### config.mk
export PLATFORM = sky130hd
export DESIGN_NAME = dcache_ctrl_flat
export DESIGN_NICKNAME = d
export VERILOG_FILES = /design/src/rtl/dcache_ctrl_if.sv /design/src/rtl/dcache_ctrl.sv /design/src/flat_wrapper.sv
export SDC_FILE = /design/constraint.sdc
export NUM_CORES = 2
export LEC_CHECK = 0
export ABC_CLOCK_PERIOD_IN_PS = 4900
export CAP_MARGIN = 20
export CORE_ASPECT_RATIO = 1.2
export CORE_MARGIN = 4
export CORE_UTILIZATION = 30
export DETAILED_ROUTE_END_ITERATION = 8
export PLACE_DENSITY = 0.42
export SETUP_SLACK_MARGIN = 0.3
export SYNTH_ARGS = -nofsm -noshare
export SYNTH_HDL_FRONTEND = slang
export SYNTH_SLANG_ARGS = --single-unit
### constraint.sdc
create_clock -name clk -period 4.9 [get_ports clk]
set_clock_uncertainty 0.2 [all_clocks]
set_input_delay 1.225 -clock clk [delete_from_list [all_inputs] [get_ports clk]]
set_output_delay 1.225 -clock clk [all_outputs]
set_load 0.01 [all_outputs]
### src/rtl/dcache_ctrl_if.sv
`default_nettype none
// ============================================================================
// Module      : dcache_ctrl_if
// Description : Bundles the three buses around the data-cache controller:
//               core load/store request/response, the cache data array
//               (MWR/MOE/Adr/MWD/CRD), and the main-memory req/ack channel.
//               slave  : used by dcache_ctrl (the controller itself).
//               master : used by the environment (core, array, memory).
// Revision    : 1.0 - initial release
// ============================================================================
interface dcache_ctrl_if;
    // core side
    logic        cpu_req;
    logic        cpu_we;
    logic [31:0] cpu_adr;
    logic [31:0] cpu_wdata;
    logic [31:0] cpu_rdata;
    logic        cpu_ready;
    // data array side
    logic        MWR;
    logic        MOE;
    logic [31:0] Adr;
    logic [31:0] MWD;
    logic [31:0] CRD;
    // main memory side
    logic        mem_req;
    logic        mem_we;
    logic [31:0] mem_adr;
    logic [31:0] mem_wdata;
    logic        mem_ack;
    logic [31:0] mem_rdata;

    modport slave (
        input  cpu_req, cpu_we, cpu_adr, cpu_wdata, CRD, mem_ack, mem_rdata,
        output cpu_rdata, cpu_ready, MWR, MOE, Adr, MWD,
               mem_req, mem_we, mem_adr, mem_wdata
    );

    modport master (
        output cpu_req, cpu_we, cpu_adr, cpu_wdata, CRD, mem_ack, mem_rdata,
        input  cpu_rdata, cpu_ready, MWR, MOE, Adr, MWD,
               mem_req, mem_we, mem_adr, mem_wdata
    );
endinterface
`default_nettype wire

### src/rtl/dcache_ctrl.sv
`default_nettype none
// ============================================================================
// Module      : dcache_ctrl
// Description : Request-side controller for a direct-mapped, one-word-line
//               data cache. Holds the valid/tag store, detects hits, refills
//               from main memory on a load miss and handles stores as
//               write-through / write-allocate. One request in flight.
// Ports       : clk, rst (sync, active high)
//               bus (dcache_ctrl_if.slave): core req/resp, array control,
//               memory req/ack channel.
// Revision    : 1.0 - initial release
// ============================================================================
module dcache_ctrl #(
    parameter int IDX_W = 7
) (
    input  wire logic    clk,
    input  wire logic    rst,
    dcache_ctrl_if.slave bus
);
    localparam int c_TAG_W = 30 - IDX_W;
    localparam int c_LINES = 1 << IDX_W;

    typedef enum logic [2:0] {
        S_IDLE   = 3'd0,
        S_LOOKUP = 3'd1,
        S_MEM_RD = 3'd2,
        S_MEM_WR = 3'd3,
        S_FILL   = 3'd4,
        S_RESP   = 3'd5
    } state_t;

    state_t r_state;
    state_t w_next;

    logic [31:0]        r_adr;
    logic               r_we;
    logic [31:0]        r_wdata;
    logic [31:0]        r_fill;    // data written into the array during FILL
    logic [31:0]        r_rdata;
    logic [c_LINES-1:0] r_valid;
    logic [c_TAG_W-1:0] r_tag [c_LINES];

    logic [IDX_W-1:0]   w_idx;
    logic [c_TAG_W-1:0] w_tag;
    logic               w_hit;

    assign w_idx = r_adr[IDX_W+1:2];
    assign w_tag = r_adr[31:IDX_W+2];
    assign w_hit = r_valid[w_idx] && (r_tag[w_idx] == w_tag);

    always_ff @(posedge clk) begin
        if (rst) begin
            r_state <= S_IDLE;
        end else begin
            r_state <= w_next;
        end
    end

    always_comb begin
        w_next = r_state;
        case (r_state)
            S_IDLE:   if (bus.cpu_req) w_next = S_LOOKUP;
            // Stores always go to memory (write-through), hit or miss.
            S_LOOKUP: w_next = r_we ? S_MEM_WR : (w_hit ? S_RESP : S_MEM_RD);
            S_MEM_RD: if (bus.mem_ack) w_next = S_FILL;
            S_MEM_WR: if (bus.mem_ack) w_next = S_FILL;
            S_FILL:   w_next = S_RESP;
            S_RESP:   w_next = S_IDLE;
            default:  w_next = S_IDLE;
        endcase
    end

    always_ff @(posedge clk) begin
        if (rst) begin
            r_adr   <= '0;
            r_we    <= 1'b0;
            r_wdata <= '0;
            r_fill  <= '0;
            r_rdata <= '0;
            r_valid <= '0;
        end else begin
            case (r_state)
                S_IDLE: begin
                    if (bus.cpu_req) begin
                        r_adr   <= bus.cpu_adr;
                        r_we    <= bus.cpu_we;
                        r_wdata <= bus.cpu_wdata;
                    end
                end
                S_LOOKUP: begin
                    if (!r_we && w_hit) r_rdata <= bus.CRD;
                end
                S_MEM_RD: begin
                    if (bus.mem_ack) r_fill <= bus.mem_rdata;
                end
                S_MEM_WR: begin
                    // Write-allocate: the store data becomes the line data.
                    if (bus.mem_ack) r_fill <= r_wdata;
                end
                S_FILL: begin
                    r_valid[w_idx] <= 1'b1;
                    if (!r_we) r_rdata <= r_fill;
                end
                default: ;
            endcase
        end
    end

    // Tag contents are don't-care while the valid bit is clear, so no reset.
    always_ff @(posedge clk) begin
        if (r_state == S_FILL) r_tag[w_idx] <= w_tag;
    end

    // Control outputs decode the state register only; data outputs are
    // registers, so nothing reaches the outputs combinationally.
    assign bus.MOE       = (r_state == S_LOOKUP);
    assign bus.MWR       = (r_state == S_FILL);
    assign bus.mem_req   = (r_state == S_MEM_RD) || (r_state == S_MEM_WR);
    assign bus.mem_we    = (r_state == S_MEM_WR);
    assign bus.cpu_ready = (r_state == S_RESP);
    assign bus.Adr       = r_adr;
    assign bus.MWD       = r_fill;
    assign bus.mem_adr   = r_adr;
    assign bus.mem_wdata = r_wdata;
    assign bus.cpu_rdata = r_rdata;
endmodule
`default_nettype wire

### src/flat_wrapper.sv
// flat-port wrapper written by rule: the top's interface ports become plain ports
module dcache_ctrl_flat 
#(
    parameter int IDX_W = 7
)
  (clk, rst, bus_cpu_req, bus_cpu_we, bus_cpu_adr, bus_cpu_wdata, bus_CRD, bus_mem_ack, bus_mem_rdata, bus_cpu_rdata, bus_cpu_ready, bus_MWR, bus_MOE, bus_Adr, bus_MWD, bus_mem_req, bus_mem_we, bus_mem_adr, bus_mem_wdata);
  dcache_ctrl_if bus_i ();
  input  wire logic clk;
  input  wire logic rst;
  input wire logic [$bits(bus_i.cpu_req)-1:0] bus_cpu_req;
  input wire logic [$bits(bus_i.cpu_we)-1:0] bus_cpu_we;
  input wire logic [$bits(bus_i.cpu_adr)-1:0] bus_cpu_adr;
  input wire logic [$bits(bus_i.cpu_wdata)-1:0] bus_cpu_wdata;
  input wire logic [$bits(bus_i.CRD)-1:0] bus_CRD;
  input wire logic [$bits(bus_i.mem_ack)-1:0] bus_mem_ack;
  input wire logic [$bits(bus_i.mem_rdata)-1:0] bus_mem_rdata;
  output wire logic [$bits(bus_i.cpu_rdata)-1:0] bus_cpu_rdata;
  output wire logic [$bits(bus_i.cpu_ready)-1:0] bus_cpu_ready;
  output wire logic [$bits(bus_i.MWR)-1:0] bus_MWR;
  output wire logic [$bits(bus_i.MOE)-1:0] bus_MOE;
  output wire logic [$bits(bus_i.Adr)-1:0] bus_Adr;
  output wire logic [$bits(bus_i.MWD)-1:0] bus_MWD;
  output wire logic [$bits(bus_i.mem_req)-1:0] bus_mem_req;
  output wire logic [$bits(bus_i.mem_we)-1:0] bus_mem_we;
  output wire logic [$bits(bus_i.mem_adr)-1:0] bus_mem_adr;
  output wire logic [$bits(bus_i.mem_wdata)-1:0] bus_mem_wdata;
  assign bus_i.cpu_req = bus_cpu_req;
  assign bus_i.cpu_we = bus_cpu_we;
  assign bus_i.cpu_adr = bus_cpu_adr;
  assign bus_i.cpu_wdata = bus_cpu_wdata;
  assign bus_i.CRD = bus_CRD;
  assign bus_i.mem_ack = bus_mem_ack;
  assign bus_i.mem_rdata = bus_mem_rdata;
  assign bus_cpu_rdata = bus_i.cpu_rdata;
  assign bus_cpu_ready = bus_i.cpu_ready;
  assign bus_MWR = bus_i.MWR;
  assign bus_MOE = bus_i.MOE;
  assign bus_Adr = bus_i.Adr;
  assign bus_MWD = bus_i.MWD;
  assign bus_mem_req = bus_i.mem_req;
  assign bus_mem_we = bus_i.mem_we;
  assign bus_mem_adr = bus_i.mem_adr;
  assign bus_mem_wdata = bus_i.mem_wdata;
  dcache_ctrl #(.IDX_W(IDX_W)) u_core (.clk(clk), .rst(rst), .bus(bus_i));
endmodule
==> results.yml <==
worst_hold_path:
  hp-class: "reg -> reg"
yosys:
  synth-edff-count: 2944
  syn_area_per_cell_um2: 19.4
  synth_ff_type: "edfxtp_1"
  ys_types: 93
  synth_warnings: 0
  syn_area_um2: 125000
  synthArstFlopShare: 0
  syn_nets: 6557
  ys_ff_latch: 3211
  ys_seq_area_frac: 0.751
  synthCells: 6424
clock_network:
  h-tree-depth: 5
  cts_sinks: 3211
  cts_buffer_depth: 4
  path_clk_slew_ps: 70
  numCtsBuffers: 337
  clock_latency_ps: 920
  hold_buffers: 0
  cts_tree: "built"
  root_buffer: "clkbuf_16"
layout:
  nFillCells: 38237
  finish.net_count: 7516
  drive_gt1_frac: 0.289
  final_cell_area_um2: 152000
  area_delta_synth_final_pct: 21.9
setup_path:
  cpMostUsedCell: "buf_12"
  critical_path_class: "reg -> reg"
  arrival_ps: 5520
  path_cells: "buf_16 > nor2_2 > buf_12 > a221oi_1 > a22oi_1 > a21oi_1 > o31a_1 > a221o_1 > or4b_4 > nor3_4 > buf_12 > a31o_4 > buf_12 > a311oi_2"
  critPathLaunchType: "flop"
  cp.required_ps: 5450
  cp_slowest_cell: "nor2_2"
  max_stage_delay_ps: 610
  rrSetupSlack_ps: -70
  crit_path_max_fanout: 19
  end_kind: "flop"
timing:
  holdWs_ps: 267
  tightest_slew_ps: 1100
  max_freq_mhz: 201
  period_needed_ps: 4970
  period_share: 1.01
  setup_ws_ps: -71.6
  rsz0062_at_grt: "true"
  relSlewSlack: 0.268
  hold_viol: 0
  slew_viol_final: 0
  setup_violations: 32
global_route:
  grt_usage: 0.222
  grt_first_pass_wirelength_mm: 648
  grt_overflow: 0
  grt_max_degree: 103
  antenna_found_initial: 41
  grt_pass1_vias: 71372
die:
  rows: 259
  fp.coreArea_um2: 414000
  die_area_um2: 426000
  die_x_um: 597
  ioPinCount: 298
  initial_utilization: 0.301
  die_h_um: 714
pwr:
  powerDensity_nw_per_um2: 416
  power_w: 0.0633
  ir_drop_mv: 0.292
  leakage_nw: 47.5
status:
  outcome: "complete, but fails checks"
  violations: "negative setup slack"
routing:
  via_per_inst: 5.35
  vias: 70203
  routed_wl_mm: 485
  ant_nets: 0
  dr.pass1.iters: 5
  drt-initial-drc-count: 7685
  wl_per_cell_um: 36.9
  drc_errors: 0
placement:
  placed_cell_area_um2: 140000
  dp_hpwl_mm: 313
  gp_congestion: 0.834
  io_buffers: 297
job:
  drv_cap: 0
==> power by group <==
group / internal [W] / switching [W] / total [W] / leakage (nW)
Sequential: 0.0303 / 0.000449 / 0.0307 / 29.0
Combinational: 0.00257 / 0.00423 / 0.00680 / 13.2
Clock: 0.0148 / 0.0110 / 0.0258 / 5.30
Total: 0.0477 / 0.0157 / 0.0633 / 47.5
==> worst max-delay path: cells and delay by family (launching register included) <==
family	cells	cell delay [ps]
simple gates	3	1620
compound gates	7	1680
flops	1	390
buf+inv	4	780
==> stage by stage <==
stage	cells	utilization	TNS, ps	setup WS, ps
finish	13133	0.367	-1380	-71.6
global route	13125	0.367	-2250	-91.7
CTS	13109	0.366	-112	-22.8
detailed placement	12479	0.338	-38410	-1160
global placement	12474	0.338	-35680	-1070
floorplan	6424	-	0	389
==> worst paths after layout <==
kind / start / to / depth (start not counted)
setup / recovery: flop / u_core.bus.cpu_rdata[10] / 14
hold / removal: u_core.r_valid[92] / u_core.r_valid[92] / 2
setup reg to reg: flop / u_core.bus.cpu_rdata[10] / 14
hold reg to reg: u_core.r_valid[92] / u_core.r_valid[92] / 2
==> Yosys cell counts, types with 27 or more instances <==
| library cell | number | share of area |
|---|---|---|
| a211oi_1 | 55 | 0.0033 |
| a21oi_1 | 113 | 0.0045 |
| a221oi_1 | 31 | 0.0022 |
| a22oi_1 | 154 | 0.0093 |
| a311oi_1 | 37 | 0.0026 |
| a311oi_2 | 28 | 0.0034 |
| buf_1 | 31 | 0.00093 |
| buf_2 | 109 | 0.0044 |
| buf_4 | 96 | 0.0058 |
| buf_6 | 39 | 0.0035 |
| clkbuf_1 | 141 | 0.0042 |
| dfxtp_1 | 267 | 0.043 |
| edfxtp_1 | 2944 | 0.71 |
| mux2_2 | 27 | 0.0024 |
| mux2i_1 | 332 | 0.027 |
| mux4_2 | 639 | 0.12 |
| nand2_1 | 295 | 0.0089 |
| nand3_1 | 64 | 0.0026 |
| nor2_1 | 428 | 0.013 |
| o22ai_1 | 108 | 0.0054 |
==> kinds of logic (layout without fill, tap and decap cells) <==
| kind of cell | count (synthesis) | count (layout) | synth area share |
|---|---|---|---|
| muxes | 1005 | 1005 | 0.146 |
| DFF | 3211 | 3211 | 0.751 |
| other | 0 | 11 | 0 |
| buffers and inverters | 444 | 1661 | 0.0204 |
| and+or+nand+nor | 1010 | 1010 | 0.0366 |
| AOI/OAI and AO/OA | 726 | 726 | 0.0439 |
| xor gates and xnor gates | 28 | 28 | 0.00197 |
==> timing repair <==
action | 4_1_cts | 5_1_grt
endpoints found under the hold margin | 0 | 0
setup endpoints to repair | 36 | 35
setup buffers | 25 | 9
resized for setup | 53 | 72
pin swaps | 12 | 19
cloned | 8 | 4
==> per-layer routing <==
metal / share of wire / global-route usage
met4: 0.034 / 0.0641
met3: 0.066 / 0.0382
met2: 0.49 / 0.378
met5: 0.00023 / 0
met1: 0.41 / 0.291
==> layout by cell type, fill, tap and decap left out, types with 111 or more instances in the layout <==
cell,netlist,layout
buf_4,96,592
edfxtp_1,2944,2944
dfxtp_1,267,233
a21oi_1,113,111
clkbuf_16,0,346
nor2_1,428,302
nand2_1,295,293
nor2_4,0,122
a22oi_1,154,150
mux4_2,639,643
clkdlybuf4s50_1,0,296
mux2i_1,332,325
==> flip-flops by register name (all words and copies together), names as in the netlist, named ones only <==
name / count
u_core.bus.Adr: 32
u_core.bus.MWD: 32
u_core.bus.cpu_rdata: 32
u_core.bus.mem_wdata: 32
u_core.r_state: 3
u_core.r_tag: 2944
u_core.r_valid: 128
u_core.r_we: 1
==> layout make-up <==
cell class	instances	area [um2]	share of cell area
Sequential cell	3211	93900	0.617
Antenna cell	11	27.5	0.000181
Multi-Input combinational cell	2769	29900	0.197
Clock buffer	409	8880	0.0584
Tap cell	5481	6860	0.0451
Clock inverter	188	1990	0.0131
Timing Repair Buffer	1046	10500	0.0689
Inverter	18	68.8	0.000452
No activity file was read; power rests on OpenSTA's default activity.
